File: src/rtl/ex_iter.sv
// ex_iter: mcpu execute stage with single-cycle ALU and iterative unsigned mul/div feeding the EX/MEM register
module ex_iter #(
  parameter int DATA_W = 32,
  parameter int ADDR_W = 5,
  parameter int OP_W   = 8,
  parameter int SEL_W  = 3
) (
  input  logic              clk,
  input  logic              rst,
  input  logic              stall_i,
  input  logic              valid_i,
  input  logic [OP_W-1:0]   aluop_i,
  input  logic [SEL_W-1:0]  alusel_i,
  input  logic [DATA_W-1:0] reg0_i,
  input  logic [DATA_W-1:0] reg1_i,
  input  logic [ADDR_W-1:0] waddr_i,
  input  logic              we_i,
  output logic [ADDR_W-1:0] waddr_o,
  output logic [DATA_W-1:0] wdata_o,
  output logic              we_o,
  output logic              valid_o,
  output logic              stall_req_o
);
  localparam int SW = $clog2(DATA_W);
  // Jump and load classes (codes 0 and 7) produce nothing here and fall to the zero default.
  localparam logic [SEL_W-1:0] SEL_REG    = SEL_W'(1);
  localparam logic [SEL_W-1:0] SEL_LOGIC  = SEL_W'(2);
  localparam logic [SEL_W-1:0] SEL_SHIFT  = SEL_W'(3);
  localparam logic [SEL_W-1:0] SEL_ARITH  = SEL_W'(4);
  localparam logic [SEL_W-1:0] SEL_CMP    = SEL_W'(5);
  localparam logic [SEL_W-1:0] SEL_MULDIV = SEL_W'(6);
  localparam logic [OP_W-1:0] OP_LI   = OP_W'(8'h0F);
  localparam logic [OP_W-1:0] OP_AND  = OP_W'(8'h24);
  localparam logic [OP_W-1:0] OP_OR   = OP_W'(8'h25);
  localparam logic [OP_W-1:0] OP_XOR  = OP_W'(8'h26);
  localparam logic [OP_W-1:0] OP_NOR  = OP_W'(8'h27);
  localparam logic [OP_W-1:0] OP_SLL  = OP_W'(8'h7C);
  localparam logic [OP_W-1:0] OP_SRL  = OP_W'(8'h02);
  localparam logic [OP_W-1:0] OP_SRA  = OP_W'(8'h03);
  localparam logic [OP_W-1:0] OP_ADDU = OP_W'(8'h21);
  localparam logic [OP_W-1:0] OP_SUBU = OP_W'(8'h23);
  localparam logic [OP_W-1:0] OP_SLT  = OP_W'(8'h2A);
  localparam logic [OP_W-1:0] OP_SLTU = OP_W'(8'h2B);
  localparam logic [OP_W-1:0] OP_MUL  = OP_W'(8'h18);
  localparam logic [OP_W-1:0] OP_DIVU = OP_W'(8'h1B);
  localparam logic [OP_W-1:0] OP_REMU = OP_W'(8'h1C);

  typedef enum logic [1:0] {IDLE, RUN, DONE} state_t;
  state_t state, nxt;
  logic [SW-1:0]     cnt;
  logic [DATA_W-1:0] res, x, y, acc, md_res, diff;
  logic [DATA_W:0]   t;
  logic [OP_W-1:0]   md_op;
  logic [ADDR_W-1:0] md_waddr;
  logic              md_we, is_md, start, lt, ge, is_mul;
  logic [SW-1:0]     sh;

  assign sh     = reg1_i[SW-1:0];
  assign lt     = aluop_i == OP_SLT ? $signed(reg0_i) < $signed(reg1_i) : reg0_i < reg1_i;
  assign is_md  = valid_i && alusel_i == SEL_MULDIV;
  assign start  = state == IDLE && is_md && !stall_i;
  assign is_mul = md_op == OP_MUL;
  assign t      = {acc, x[DATA_W-1]};
  assign ge     = t >= {1'b0, y};
  assign diff   = t[DATA_W-1:0] - y;
  assign md_res = is_mul ? acc : md_op == OP_DIVU ? x : md_op == OP_REMU ? acc : '0;

  always_comb begin
    res = '0;
    case (alusel_i)
      SEL_REG:   res = aluop_i == OP_LI ? reg0_i : '0;
      SEL_LOGIC: res = aluop_i == OP_AND ? reg0_i & reg1_i :
                       aluop_i == OP_OR  ? reg0_i | reg1_i :
                       aluop_i == OP_XOR ? reg0_i ^ reg1_i :
                       aluop_i == OP_NOR ? ~(reg0_i | reg1_i) : '0;
      SEL_SHIFT: res = aluop_i == OP_SLL ? reg0_i << sh :
                       aluop_i == OP_SRL ? reg0_i >> sh :
                       aluop_i == OP_SRA ? $unsigned($signed(reg0_i) >>> sh) : '0;
      SEL_ARITH: res = aluop_i == OP_ADDU ? reg0_i + reg1_i :
                       aluop_i == OP_SUBU ? reg0_i - reg1_i : '0;
      SEL_CMP:   res = (aluop_i == OP_SLT || aluop_i == OP_SLTU) ? {{(DATA_W-1){1'b0}}, lt} : '0;
      default:   res = '0;
    endcase
  end

  always_ff @(posedge clk) begin
    if (rst) begin
      state   <= IDLE;
      cnt     <= '0;
      waddr_o <= '0;
      wdata_o <= '0;
      we_o    <= 1'b0;
      valid_o <= 1'b0;
    end else begin
      state <= nxt;
      cnt   <= state == RUN ? cnt + 1'b1 : '0;
      if (state == IDLE && !stall_i) begin
        waddr_o <= waddr_i;
        wdata_o <= start ? '0 : res;
        we_o    <= !start && we_i && valid_i;
        valid_o <= !start && valid_i;
      end else if (state == DONE && !stall_i) begin
        waddr_o <= md_waddr;
        wdata_o <= md_res;
        we_o    <= md_we;
        valid_o <= 1'b1;
      end
    end
  end

  // Shared operand registers: x is multiplicand or dividend/quotient, acc is product or partial remainder.
  always_ff @(posedge clk) begin
    if (start) begin
      x        <= reg0_i;
      y        <= reg1_i;
      acc      <= '0;
      md_op    <= aluop_i;
      md_waddr <= waddr_i;
      md_we    <= we_i;
    end else if (state == RUN) begin
      acc <= is_mul ? acc + (y[0] ? x : '0) : ge ? diff : t[DATA_W-1:0];
      x   <= is_mul ? x << 1 : {x[DATA_W-2:0], ge};
      y   <= is_mul ? y >> 1 : y;
    end
  end

  always_comb begin
    nxt = state == IDLE ? (start ? RUN : IDLE) :
          state == RUN  ? (cnt == SW'(DATA_W-1) ? DONE : RUN) :
          (stall_i ? DONE : IDLE);
  end

  always_comb begin
    stall_req_o = !rst && ((state == IDLE && is_md) || state == RUN);
  end
endmodule

File: config.mk
export PLATFORM = sky130hd
export DESIGN_NAME = ex_iter
export DESIGN_NICKNAME = d
export VERILOG_FILES = /design/src/rtl/ex_iter.sv
export SDC_FILE = /design/constraint.sdc
export NUM_CORES = 1
export LEC_CHECK = 0
export CORE_UTILIZATION = 55
export CTS_CLUSTER_DIAMETER = 120
export DETAILED_ROUTE_END_ITERATION = 8
export PLACE_DENSITY = 0.71
export REMOVE_ABC_BUFFERS = 1
export SKIP_CTS_REPAIR_TIMING = 1
export SKIP_LAST_GASP = 1
export SYNTH_ARGS = -nofsm -noshare
export SYNTH_HDL_FRONTEND = slang
export SYNTH_SLANG_ARGS = --single-unit
File: constraint.sdc
create_clock -name clk -period 6.7 [get_ports clk]
set_input_delay 2.01 -clock clk [delete_from_list [all_inputs] [get_ports clk]]
set_output_delay 2.01 -clock clk [all_outputs]
set_load 0.1 [all_outputs]
# After elaboration in Yosys (flattened, before gate mapping)

Index checks and enable logic that the tools add are counted.

Output and inout bits: 40
Bits of input ports: 85
Bits in registers: 156

Shifts and indexed selects: 3
Reductions and logical operators: 20
Mux-type cells: 39
Equal/unequal tests: 24
Add/subtract/negate cells: 5
Bitwise logic cells: 5
Order comparisons: 3

Operators by type and width:

| operator             | number |
|---|---|
| $mux W32             | 24 |
| $pmux W32 S5         | 1 |
| $add A32 B32 Y32     | 2 |
| $eq A8 B6 Y1 const B | 8 |
| $lt A32 B32 Y1       | 2 |
| $sub A32 B32 Y32     | 2 |
| $ge A33 B32 Y1       | 1 |
| $and A32 B32 Y32     | 1 |
| $not A32 Y32         | 1 |
| $or A32 B32 Y32      | 1 |
| $shl A32 B5 Y32      | 1 |
| $shr A32 B5 Y32      | 1 |
| $sshr A32 B5 Y32     | 1 |
| $xor A32 B32 Y32     | 1 |
| $eq A8 B5 Y1 const B | 3 |
| $eq A8 B2 Y1 const B | 2 |
| $mux W5              | 2 |
| $eq A3 B3 Y1 const B | 3 |
| $logic_and A1 B1 Y1  | 9 |
| $eq A8 B4 Y1 const B | 1 |
| $eq A8 B7 Y1 const B | 1 |
| $mux W1              | 8 |
| $mux W2              | 4 |
| $eq A3 B2 Y1 const B | 2 |
| other kinds (12)     | 17 |

# Logic depth before layout (Yosys ltp)

Word-level depth: 9
Depth in mapped cells: 15
Depth with buffers taken out: 14

# Worst setup path before layout

No wires, ideal clock.

Kind: input -> output
Start point: in rst
End point: out stall_req_o
Slack: 0.189 ns
Buffers on the path: 2
Arrival time: 4.501 ns
Data required time: 4.690 ns
Cell stages on the path: 3
Cell sequence: clkbuf_1 -> clkbuf_1 -> nor3_1

Cells in the longest elaborated chain, start to end: 2

Ends and longest elaborated chain:

| item                | RTL line | text |
|---|---|---|
| start: declaration  | 9        | `input logic rst,` |
| $logic_not A1 Y1    | 134      | `stall_req_o = !rst && ((state == IDLE && is_md) \|\| state == RUN);` |
| $logic_and A1 B1 Y1 | 134      |  |
| end: declaration    | 22       | `output logic stall_req_o` |

No other way between the ends.

# Worst setup path in the final report

Start point: in alusel_i[2]
End point: out stall_req_o

Cells in the longest elaborated chain, start to end: 5

Ends and longest elaborated chain:

| item                | RTL line | text |
|---|---|---|
| start: declaration  | 13       | `input logic [SEL_W-1:0] alusel_i,` |
| $eq A3 B3 Y1        | 60       | `assign is_md = valid_i && alusel_i == SEL_MULDIV;` |
| $logic_and A1 B1 Y1 | 60       |  |
| $logic_and A1 B1 Y1 | 134      |  |
| $logic_or A1 B1 Y1  | 134      |  |
| $logic_and A1 B1 Y1 | 134      |  |

No other way between the ends.

==> results.toml <==
[setup_path]
cp_max_fo = 8
r2r_start = "y[0]"
worst_ep_required_time_ps = 4690
slowest_stage = "clkdlybuf4s50_1"
critical_path.cell_chain = "clkdlybuf4s50_1, nor2b_1, and3_1, nor2_1, nor3_1, buf_4"
crit_path_start = "alusel_i[2]"
critPathBufInv = 2
cp-start-kind = "input port"
worstPathArrival_ps = 3630
regToRegSetupSlack_ps = 2250
max_stage_delay_ps = 610
cp.depth = 6
critical-path-top-delay-family = "buffers and inverters"
cp-end-kind = "output port"
crit_path_end = "stall_req_o"
r2r-end = "acc[31]"
ff2ff_path_depth = 13
worstSetupPathType = "in2out"

[timing]
maxSlewHeadroom_pct = 30.1
worst_pin_slew_ps = 1040
rsz0062_at_grt = "no"
min_period_ps = 5640
finalHoldViolCount = 0
setup_violations = 0
fin_crit_sh_pct = 84.2
maxSlewViolCount = 0
fin_skew_ps = 15.3
fmax_mhz = 177
worst_slack_ps = 1060

[synth]
seq_area_frac_synth_pct = 20.0
syn_area_um2 = 19500
avgSynthCellArea_um2 = 7.84
ys_seq_elements = 156
async_flop_share_pct = 0
yosys.area_share.simple_pct = 18.5
syn_inst = 2488
synth_mux_area_share_pct = 12.2
synth_xor_area_share_pct = 3.59
synthFlopType = "edfxtp_1"
synth_top_family_by_area = "compound AO/OA/AOI/OAI gates"
synth_adder_area_share_pct = 10.9
netlist-cell-type-count = 94
yosysWarnings = 0
synth_edf_count = 78
synth_compound_area_share_pct = 28.5

[final_layout]
layout-drive-gt1-share_pct = 9.01
finalNetCount = 2781
area_delta_synth_final_pct = 11.6
insertedDiodeCount = 0
fin_area_um2 = 21800
final_core_util_pct = 62.7
stdcell_count = 2997

[pwr]
p_sw_uw = 2020
sequentialPowerShare_pct = 27.0
peakVddDrop_v = 0.000330
total_power_uw = 4650
pwr-share-clk_pct = 22.4
p_per_area_nw_per_um2 = 214
power.internal_uw = 2640
p_sw_share_pct = 43.3
p_comb_share_pct = 50.5
leakage_uw = 0.00895

[die]
core_area_um2 = 34700
die_w_um = 190
die_h_um = 190
die_area_um2 = 36200
num_rows = 68
pin_count = 125
start_util_pct = 56.2

[place]
postPlaceCellArea_um2 = 21200
post-place-ws_ps = 799
port_buffers = 124
dp.cells = 2965
dp_hpwl_um = 59000
routabilityCongestion = 1.06

[clocking]
cts_inserted_buffers = 17
cts_buffer_depth = 2
htree_levels = 4
insertion_delay_ps = 460
cts.sinks = 156
path_clk_slew_ps = 70
root_buffer = "clkbuf_16"
cts_tree = "built"

[route]
drt_iter0_drc = 2760
wl_per_cell_um = 26.0
avgViaCountPerCell = 6.93
ant_nets = 0
dr_total_vias = 20781
drt-total-wl_um = 78100
route.detailed.drc = 0
drt_pass1_iterations = 6

[status]
status = "complete, no violations"

[run]
max-cap-violations = 0

[global_routing]
first_global_vias = 19423
track_usage_pct = 42.7
antenna_found_initial = 1
grt_overflow = 0
grt_pass1_wl_um = 117000
grt_start_max_net_pins = 84

[hold_path]
hold_class = "reg2reg"
==> cell families after synthesis <==
kind of cell	after synthesis
buffers and inverters	313
xor gates and xnor gates	80
and+or+nand+nor	775
muxes	162
adders and majority gates	167
DFF	156
AOI/OAI and AO/OA	835
==> power groups by stage <==
stage / Combinational [µW] / Clock [µW] / Sequential (µW)
floorplan: 1610 / 0 / 1280
global placement: 2250 / 0 / 1270
detailed placement: 2290 / 0 / 1270
CTS: 2300 / 1040 / 1250
global route: 2550 / 1080 / 1270
finish: 2350 / 1040 / 1260
==> flip-flops by register name (all words and copies together), names as in the netlist <==
signal and flops:
acc 32, cnt 5, md_op 8, md_waddr 5
md_we 1, state 2, valid_o 1, waddr_o 5
wdata_o 32, we_o 1, x 32, y 32
==> worst min path at each step <==
stage,startpoint,cells after the start,end
finish,cnt[0],1,cnt[0]
global route,cnt[0],1,cnt[0]
CTS,cnt[0],1,cnt[0]
detailed placement,cnt[0],1,cnt[0]
global placement,cnt[0],1,cnt[0]
floorplan,cnt[0],1,cnt[0]
==> layout by cell type (no fill, tap or decap), types with 36 or more instances in the layout <==
master           instances
dfxtp_1                 78
o21ai_0                191
and3_1                  52
ha_1                   163
mux4_2                  58
nand3_1                 47
clkdlybuf4s50_1        115
edfxtp_1                78
and2_1                  42
mux2i_1                 83
a211oi_1                50
buf_4                   66
nor3_1                  59
a21oi_1                198
a21o_1                  49
a2111oi_0               36
nand2_1                207
inv_1                  135
xnor2_1                 58
nor2_1                 256
==> final cells by class <==
cell class              count  area (µm²)
clock buffers              17         425
clock inverters            15         180
multi-input cells        2019       14400
well taps                 455         569
repair buffers            191        1740
inverters                 144         541
flip-flops and latches    156        3900
fillers                  3130       13000
==> synthesized netlist by cell type (50+ instances only) <==
master | number | area, µm²
nor2_1 | 257 | 965
xnor2_1 | 58 | 508
clkbuf_1 | 122 | 458
nor3_1 | 62 | 310
dfxtp_1 | 78 | 1560
inv_1 | 136 | 510
o21ai_0 | 191 | 956
mux2i_1 | 83 | 831
a211oi_1 | 50 | 375
mux4_2 | 58 | 1310
edfxtp_1 | 78 | 2340
nand2_1 | 208 | 781
a21oi_1 | 198 | 991
ha_1 | 163 | 2040
and3_1 | 52 | 325
==> through the flow <==
step                hold slack, ps  TNS [ps]
floorplan                      427    -20640
finish                         480         0
detailed placement             458         0
global placement               448         0
CTS                            479         0
global route                   499         0
==> metal layers <==
layer,global-route usage (%),routed length [µm]
met1,58.3,31500
met2,64.6,33500
met3,7.62,8750
met4,21.3,4240
met5,0,13
(Power assumes the default switching activity.)
